$ cat src/rtl/vm_pkg.sv
// Shared constants and types for the vending machine stock table.
package vm_pkg;

  localparam int ITEM_W  = 11;
  localparam int N_ITEMS = 8;
  localparam int PRICE_W = 7;
  localparam int QTY_W   = 4;
  localparam int QTY_MAX = 15;
  localparam int SEL_W   = 3;
  localparam int TABLE_W = N_ITEMS * ITEM_W;

  typedef enum logic [1:0] {
    ADM_WRITE = 2'b00,
    ADM_ADD   = 2'b01,
    ADM_PRICE = 2'b10,
    ADM_RSVD  = 2'b11
  } adm_op_e;

  typedef enum logic [1:0] {
    ST_IDLE,
    ST_EXEC,
    ST_SAVE
  } ctrl_state_e;

  // Restock add: the sum is formed one bit wider so it can clamp instead of wrap.
  function automatic logic [QTY_W-1:0] qty_add_sat(input logic [QTY_W-1:0] qty,
                                                   input logic [QTY_W-1:0] add);
    logic [QTY_W:0] sum;
    sum = {1'b0, qty} + {1'b0, add};
    if (sum > (QTY_W+1)'(QTY_MAX)) return QTY_W'(QTY_MAX);
    else                           return sum[QTY_W-1:0];
  endfunction

endpackage

$ cat src/rtl/stock_table_ctrl_if.sv
// Vend, admin and persistence-writer signals of the stock table controller.
interface stock_table_ctrl_if;
  import vm_pkg::*;

  logic               vend_req;
  logic [SEL_W-1:0]   vend_sel;
  logic               vend_ack;
  logic               vend_ok;
  logic [PRICE_W-1:0] vend_price;

  logic               adm_req;
  logic [1:0]         adm_op;
  logic [SEL_W-1:0]   adm_sel;
  logic [ITEM_W-1:0]  adm_data;
  logic               adm_ack;
  logic               adm_err;

  logic [TABLE_W-1:0] stock_table;
  logic               save_req;
  logic               save_ack;
  logic               save_err;
  logic               busy;

  modport slave (
    input  vend_req, vend_sel, adm_req, adm_op, adm_sel, adm_data, save_ack,
    output vend_ack, vend_ok, vend_price, adm_ack, adm_err,
           stock_table, save_req, save_err, busy
  );

  modport master (
    output vend_req, vend_sel, adm_req, adm_op, adm_sel, adm_data, save_ack,
    input  vend_ack, vend_ok, vend_price, adm_ack, adm_err,
           stock_table, save_req, save_err, busy
  );

endinterface

$ cat src/rtl/rr_arb2.sv
// Two-requester round-robin arbiter; on contention the side not served last wins.
module rr_arb2 (
  input  logic clock,
  input  logic reset,
  input  logic en,
  input  logic req_adm,
  input  logic req_vend,
  output logic gnt_adm,
  output logic gnt_vend
);

  logic last_vend;

  always_comb begin
    gnt_adm  = 1'b0;
    gnt_vend = 1'b0;
    if (en) begin
      if (req_adm && req_vend) begin
        gnt_vend = !last_vend;
        gnt_adm  = last_vend;
      end else begin
        gnt_adm  = req_adm;
        gnt_vend = req_vend;
      end
    end
  end

  // Reset pretends vend was served last so admin wins the first contention.
  always_ff @(posedge clock) begin
    if (reset) begin
      last_vend <= 1'b1;
    end else if (gnt_adm || gnt_vend) begin
      last_vend <= gnt_vend;
    end
  end

endmodule

$ cat src/rtl/stock_table_ctrl.sv
// Stock table controller: serialises vend and admin updates of the 8-entry
// table and hands each changed table to the persistence writer.
module stock_table_ctrl
  import vm_pkg::*;
#(
  parameter logic [PRICE_W-1:0] RESET_PRICE  = 7'd10,
  parameter bit                 AUTO_SAVE    = 1'b1,
  parameter int unsigned        SAVE_TIMEOUT = 255
) (
  input  logic              clock,
  input  logic              reset,
  stock_table_ctrl_if.slave bus
);

  // state | meaning
  // IDLE  | arbitrating vend/admin requests
  // EXEC  | applying the latched op, pulsing its ack
  // SAVE  | save_req high, table frozen until save_ack or timeout

  // Down-counter loaded with SAVE_TIMEOUT-1 so terminal count lands on the
  // SAVE_TIMEOUT-th edge after save_req rose; SAVE_TIMEOUT must be >= 1.
  localparam int CNT_W = (SAVE_TIMEOUT > 2) ? $clog2(SAVE_TIMEOUT) : 1;
  localparam logic [CNT_W-1:0] CNT_LOAD = CNT_W'(SAVE_TIMEOUT - 1);

  logic [N_ITEMS-1:0][ITEM_W-1:0] tbl;
  ctrl_state_e       state;
  logic              gnt_adm, gnt_vend;
  logic              is_vend_q;
  adm_op_e           op_q;
  logic [SEL_W-1:0]  sel_q;
  logic [ITEM_W-1:0] data_q;
  logic [CNT_W-1:0]  cnt;

  logic               vend_ack_q, vend_ok_q, adm_ack_q, adm_err_q;
  logic [PRICE_W-1:0] vend_price_q;
  logic               save_req_q, save_err_q, busy_q;

  logic [ITEM_W-1:0] cur_entry, new_entry;
  logic              changed;

  rr_arb2 u_arb (
    .clock    (clock),
    .reset    (reset),
    .en       (state == ST_IDLE),
    .req_adm  (bus.adm_req),
    .req_vend (bus.vend_req),
    .gnt_adm  (gnt_adm),
    .gnt_vend (gnt_vend)
  );

  always_comb begin
    cur_entry = tbl[sel_q];
    new_entry = cur_entry;
    changed   = 1'b0;
    if (is_vend_q) begin
      if (cur_entry[QTY_W-1:0] != '0) begin
        new_entry[QTY_W-1:0] = cur_entry[QTY_W-1:0] - QTY_W'(1);
        changed              = 1'b1;
      end
    end else begin
      case (op_q)
        ADM_WRITE: begin
          new_entry = data_q;
          changed   = 1'b1;
        end
        ADM_ADD: begin
          // Adding zero leaves the entry alone and must not trigger a save.
          if (data_q[QTY_W-1:0] != '0) begin
            new_entry[QTY_W-1:0] = qty_add_sat(cur_entry[QTY_W-1:0], data_q[QTY_W-1:0]);
            changed              = 1'b1;
          end
        end
        ADM_PRICE: begin
          new_entry[ITEM_W-1:QTY_W] = data_q[PRICE_W-1:0];
          changed                   = 1'b1;
        end
        default: ;
      endcase
    end
  end

  always_ff @(posedge clock) begin
    if (reset) begin
      state        <= ST_IDLE;
      tbl          <= {N_ITEMS{RESET_PRICE, {QTY_W{1'b0}}}};
      is_vend_q    <= 1'b0;
      op_q         <= ADM_WRITE;
      sel_q        <= '0;
      data_q       <= '0;
      cnt          <= '0;
      vend_ack_q   <= 1'b0;
      vend_ok_q    <= 1'b0;
      vend_price_q <= '0;
      adm_ack_q    <= 1'b0;
      adm_err_q    <= 1'b0;
      save_req_q   <= 1'b0;
      save_err_q   <= 1'b0;
      busy_q       <= 1'b0;
    end else begin
      vend_ack_q   <= 1'b0;
      vend_ok_q    <= 1'b0;
      vend_price_q <= '0;
      adm_ack_q    <= 1'b0;
      adm_err_q    <= 1'b0;
      save_err_q   <= 1'b0;
      case (state)
        ST_IDLE: begin
          if (gnt_adm || gnt_vend) begin
            is_vend_q <= gnt_vend;
            op_q      <= adm_op_e'(bus.adm_op);
            sel_q     <= gnt_vend ? bus.vend_sel : bus.adm_sel;
            data_q    <= bus.adm_data;
            state     <= ST_EXEC;
            busy_q    <= 1'b1;
          end
        end
        ST_EXEC: begin
          tbl[sel_q]   <= new_entry;
          vend_ack_q   <= is_vend_q;
          vend_ok_q    <= is_vend_q && changed;
          vend_price_q <= is_vend_q ? cur_entry[ITEM_W-1:QTY_W] : '0;
          adm_ack_q    <= !is_vend_q;
          adm_err_q    <= !is_vend_q && (op_q == ADM_RSVD);
          if (changed && AUTO_SAVE) begin
            state      <= ST_SAVE;
            save_req_q <= 1'b1;
            cnt        <= CNT_LOAD;
          end else begin
            state  <= ST_IDLE;
            busy_q <= 1'b0;
          end
        end
        ST_SAVE: begin
          if (bus.save_ack) begin
            state      <= ST_IDLE;
            save_req_q <= 1'b0;
            busy_q     <= 1'b0;
          end else if (cnt == '0) begin
            state      <= ST_IDLE;
            save_req_q <= 1'b0;
            save_err_q <= 1'b1;
            busy_q     <= 1'b0;
          end else begin
            cnt <= cnt - CNT_W'(1);
          end
        end
        default: begin
          state  <= ST_IDLE;
          busy_q <= 1'b0;
        end
      endcase
    end
  end

  assign bus.vend_ack    = vend_ack_q;
  assign bus.vend_ok     = vend_ok_q;
  assign bus.vend_price  = vend_price_q;
  assign bus.adm_ack     = adm_ack_q;
  assign bus.adm_err     = adm_err_q;
  assign bus.stock_table = tbl;
  assign bus.save_req    = save_req_q;
  assign bus.save_err    = save_err_q;
  assign bus.busy        = busy_q;

endmodule
$ cat src/flat_wrapper.sv
// flat-port wrapper written by rule: the top's interface ports become plain ports
module stock_table_ctrl_flat import vm_pkg::*;
#(
  parameter logic [PRICE_W-1:0] RESET_PRICE  = 7'd10,
  parameter bit                 AUTO_SAVE    = 1'b1,
  parameter int unsigned        SAVE_TIMEOUT = 255
)
  (clock, reset, bus_vend_req, bus_vend_sel, bus_adm_req, bus_adm_op, bus_adm_sel, bus_adm_data, bus_save_ack, bus_vend_ack, bus_vend_ok, bus_vend_price, bus_adm_ack, bus_adm_err, bus_stock_table, bus_save_req, bus_save_err, bus_busy);
  stock_table_ctrl_if bus_i ();
  input  logic clock;
  input  logic reset;
  input wire logic [$bits(bus_i.vend_req)-1:0] bus_vend_req;
  input wire logic [$bits(bus_i.vend_sel)-1:0] bus_vend_sel;
  input wire logic [$bits(bus_i.adm_req)-1:0] bus_adm_req;
  input wire logic [$bits(bus_i.adm_op)-1:0] bus_adm_op;
  input wire logic [$bits(bus_i.adm_sel)-1:0] bus_adm_sel;
  input wire logic [$bits(bus_i.adm_data)-1:0] bus_adm_data;
  input wire logic [$bits(bus_i.save_ack)-1:0] bus_save_ack;
  output wire logic [$bits(bus_i.vend_ack)-1:0] bus_vend_ack;
  output wire logic [$bits(bus_i.vend_ok)-1:0] bus_vend_ok;
  output wire logic [$bits(bus_i.vend_price)-1:0] bus_vend_price;
  output wire logic [$bits(bus_i.adm_ack)-1:0] bus_adm_ack;
  output wire logic [$bits(bus_i.adm_err)-1:0] bus_adm_err;
  output wire logic [$bits(bus_i.stock_table)-1:0] bus_stock_table;
  output wire logic [$bits(bus_i.save_req)-1:0] bus_save_req;
  output wire logic [$bits(bus_i.save_err)-1:0] bus_save_err;
  output wire logic [$bits(bus_i.busy)-1:0] bus_busy;
  assign bus_i.vend_req = bus_vend_req;
  assign bus_i.vend_sel = bus_vend_sel;
  assign bus_i.adm_req = bus_adm_req;
  assign bus_i.adm_op = bus_adm_op;
  assign bus_i.adm_sel = bus_adm_sel;
  assign bus_i.adm_data = bus_adm_data;
  assign bus_i.save_ack = bus_save_ack;
  assign bus_vend_ack = bus_i.vend_ack;
  assign bus_vend_ok = bus_i.vend_ok;
  assign bus_vend_price = bus_i.vend_price;
  assign bus_adm_ack = bus_i.adm_ack;
  assign bus_adm_err = bus_i.adm_err;
  assign bus_stock_table = bus_i.stock_table;
  assign bus_save_req = bus_i.save_req;
  assign bus_save_err = bus_i.save_err;
  assign bus_busy = bus_i.busy;
  stock_table_ctrl #(.RESET_PRICE(RESET_PRICE), .AUTO_SAVE(AUTO_SAVE), .SAVE_TIMEOUT(SAVE_TIMEOUT)) u_core (.clock(clock), .reset(reset), .bus(bus_i));
endmodule
$ cat config.mk
export PLATFORM = sky130hd
export DESIGN_NAME = stock_table_ctrl_flat
export DESIGN_NICKNAME = d
export VERILOG_FILES = /design/src/rtl/vm_pkg.sv /design/src/rtl/stock_table_ctrl_if.sv /design/src/rtl/rr_arb2.sv /design/src/rtl/stock_table_ctrl.sv /design/src/flat_wrapper.sv
export SDC_FILE = /design/constraint.sdc
export NUM_CORES = 1
export LEC_CHECK = 0
export ABC_AREA = 1
export CORE_UTILIZATION = 47
export CTS_BUF_LIST = sky130_fd_sc_hd__clkbuf_2 sky130_fd_sc_hd__clkbuf_4 sky130_fd_sc_hd__clkbuf_8
export CTS_CLUSTER_SIZE = 20
export DETAILED_ROUTE_END_ITERATION = 12
export PLACE_DENSITY = 0.73
export SLEW_MARGIN = 20
export SYNTH_ARGS = -nofsm -noshare
export SYNTH_HDL_FRONTEND = slang
export SYNTH_SLANG_ARGS = --single-unit
$ cat constraint.sdc
create_clock -name clock -period 4.75 [get_ports clock]
set_clock_uncertainty 0.05 [all_clocks]
set_input_delay 0.475 -clock clock [delete_from_list [all_inputs] [get_ports clock]]
set_output_delay 0.475 -clock clock [all_outputs]
set_load 0.02 [all_outputs]
==> qor.txt <==
Sink Count -> 130
Post-CTS Resized -> 0
# H-tree levels -> 4
Initial Util -> 49.1%
Antenna fix cells -> 0
Final hold vios -> 0
Leak pwr -> 3.76 nW
Vias in the first global route -> 5,980
Yosys top cell by area -> dfxtp_1
P_int -> 0.00183 W
First-pass GRT wire length -> 30,200 um
Compound-Gate Fraction of Synth Area -> 16.1%
Post-synth EDFFs -> 0
Pwr dens -> 334 mW/mm^2
Clock Root Buffer -> clkbuf_8
Synth Area in XOR/XNOR -> 0.265%
Die Y-Extent -> 120 um
Die ar. -> 0.0145 mm^2
Headroom to the max-slew limit -> 38.3%
CP Max Fanout -> 19
Antenna Nets Post-Route -> 0
Net Count, Synth -> 1,008
Asr flop ratio synth -> 0%
Drt first-iter violations -> 624
Total GRT Usage -> 26.9%
Worst-path clk slew -> 0.07 ns
Vias -> 6,592
Later-pin clock latency in the skew report -> 0.45 ns
Area Growth Syn to Fin -> 25.3%
GRT overflow -> 0
Post-Route M1 WL -> 8300 um
Logic gate share of total power -> 25.2%
Setup crit end kind -> flop
Pre-antenna DRT Iters -> 5
Port Buffer Count -> 125
Final setup TNS -> 0 ns
Final WL -> 18,800 um
Post-layout net count -> 1,121
Drt drc -> 0
Core Area -> 0.0135 mm^2
Mux share of post-synthesis cell area -> 0%
Crit path DAT -> 3.55 ns
TritonCTS clock tree -> done
Main flop type after synthesis -> dfxtp_1
Post-Synth Adder-Cell Area -> 1.63%
Fmax -> 308 MHz
DR top layer -> met4
Synthesized cell area -> 0.00660 mm^2
Synth top area cells -> dfxtp_1 (39%), nand2_1 (11%), inv_1 (10%)
Fin crit share -> 68.3%
Critical path class -> reg2reg
Critical Path RT -> 5.05 ns
CTS Hold Buffers Added -> 0
Minimum clock period -> 3.24 ns
Largest family of logic cells by synthesized area -> simple AND/OR/NAND/NOR gates
Die X -> 120 um
Total power -> 0.00276 W
Switching power -> 0.000937 W
Setup violators final -> 0
Clock Path Buffers -> 2
Simple-Gate Fraction of Synth Area -> 28.5%
Met2 Wirelength -> 8740 um
Met3 wire len -> 1310 um
Max-slew violations -> 0
Syn Inst Count -> 976
Switching share of power -> 33.9%
Synth cell types -> 41
Ports -> 126
Register bit total from synthesis -> 130
Std cell rows -> 42
Filler cells -> 1,313
DR vias/cell -> 5.16
Yosys top cell area share -> 39.4%
VDD IR-drop max -> 0.177 mV
Largest net degree at the start of global routing -> 83
Hold WC Path Type -> in2reg
Tightest Pin Transition -> 0.922 ns
Outcome -> finished, final reports clean
Synth warn -> 0
Syn avg cell area -> 6.76 um^2
Post-DP HPWL -> 13,700 um
Routability congestion estimate -> 0.925
Max-cap violations -> 0
Final core occ -> 61.5%
CTS Buf Count -> 17
Ratio of cells with drive above 1 in the final layout -> 8.45%
Sequential fraction of design power -> 44.1%
RSZ-0062 raised after global routing -> false
CP Launch Type -> flop
Post-CTS setup buffer count -> 0
Clk pwr share -> 30.6%
Antenna violations before repair -> 0
Sequential cell area fraction in the yosys report -> 39.4%
DR WL/cell -> 14.7 um
## sequential cells by signal, indices dropped and copies added, names as in the netlist
signal and flops:
u_core.bus.save_err 1, u_core.state 2, u_core.is_vend_q 1, u_core.op_q 2, u_core.bus.save_req 1, u_core.bus.vend_ok 1
u_core.bus.busy 1, u_core.sel_q 3, u_core.cnt 8, u_core.bus.vend_price 7, u_core.u_arb.last_vend 1, u_core.bus.adm_ack 1
u_core.bus.stock_table 88, u_core.bus.vend_ack 1, u_core.data_q 11, u_core.bus.adm_err 1
## cell families (layout without fill, tap and decap cells)
group	after synthesis	in the layout
XOR/XNOR	2	2
AND/OR/NAND/NOR	411	411
flip-flops	130	130
buffers and inverters	232	357
AO/OA/AOI/OAI	193	193
adder cells (fa/ha/maj)	8	8
## layer usage
metal	global-route usage (%)	up-vias
li1	-	3305
met1	35.6	3009
met2	43.2	246
met3	4.72	32
met4	11.1	0
met5	0	-
## critical path: stages (launching register included)
cell and delay [ns]:
dfxtp_1 0.80, inv_1 0.29, nand2_1 0.14, nand2_1 0.05, nand2_1 0.06, nand2_2 0.09
ha_1 0.21, inv_1 0.07, fa_1 0.20, nor2_1 0.06, o21a_1 0.16, nor2_1 0.19
nand3_1 0.11, nand3_1 0.12, nand2_1 0.06, nand2_1 0.25, nand3_1 0.12, nand2_1 0.09
inv_1 0.03
## cells in the mapped netlist (2+ instances only)
cell / count
ha_1: 7
o21ai_0: 49
o22ai_1: 25
nand3_1: 56
xor2_1: 2
nor3_1: 3
buf_2: 8
inv_1: 182
nor2_4: 5
inv_2: 12
a21oi_1: 82
nand2_1: 190
buf_4: 3
nor2_2: 4
or2_2: 3
buf_6: 4
nand2_4: 7
a211oi_1: 10
a22o_1: 2
nand4_1: 10
buf_1: 3
nor2_1: 107
clkbuf_1: 18
dfxtp_1: 130
a22oi_1: 2
o211ai_1: 6
nand2_2: 11
o21ai_1: 12
nand3_2: 11
## cells in the final DEF, fill, tap and decap left out, types with 6 or more instances in the layout
| master | count |
|---|---|
| nand3_1 | 56 |
| inv_2 | 12 |
| nand3_2 | 11 |
| inv_1 | 182 |
| a21oi_1 | 82 |
| buf_4 | 6 |
| clkinv_2 | 6 |
| clkbuf_8 | 21 |
| nand2_1 | 190 |
| dfxtp_1 | 130 |
| nand2_2 | 11 |
| clkdlybuf4s50_1 | 124 |
| o211ai_1 | 6 |
| o21ai_1 | 12 |
| nor2_1 | 107 |
| a211oi_1 | 10 |
| nand2_4 | 7 |
| nand4_1 | 10 |
| o22ai_1 | 25 |
| o21ai_0 | 49 |
| ha_1 | 7 |
## power by group through the flow
stage / clock network [W] / logic [W] / registers [W]
floorplan: 0 / 0.000464 / 0.00126
global placement: 0 / 0.000685 / 0.00124
detailed placement: 0 / 0.000691 / 0.00124
CTS: 0.000854 / 0.000696 / 0.00122
global route: 0.000902 / 0.000774 / 0.00123
finish: 0.000846 / 0.000697 / 0.00122
## worst paths after layout
path                                endpoint            start  cells after the start  slack, ns
setup / recovery  u_core.bus.stock_table[14]  u_core.sel_q[1]                     18       1.51
hold / removal              u_core.data_q[9]            reset                      2       0.37
setup reg to reg  u_core.bus.stock_table[14]  u_core.sel_q[1]                     18       1.51
hold reg to reg              u_core.bus.busy  u_core.bus.busy                      2       0.43
## final cells by class
type                    instances  area, um^2  share of cell area (%)
multi-input cells             614        3070                    37.2
clock buffers                  25         319                    3.86
inverters                     196         738                    8.93
well taps                     176         220                    2.66
flip-flops and latches        130        2600                    31.5
clock inverters                 6        30.0                   0.363
repair buffers                130        1290                    15.6
## through the flow
step	setup WS, ns	hold WS [ns]	instances	cell area [um^2]
after floorplan	2.32	0.388	976	6600
after global placement	1.71	0.407	1246	7920
after detailed placement	1.61	0.416	1246	7920
after CTS	1.57	0.340	1277	8270
after global routing	1.20	0.356	1277	8270
final	1.51	0.370	1277	8270
Note: power is estimated with default switching activity, not from simulation.
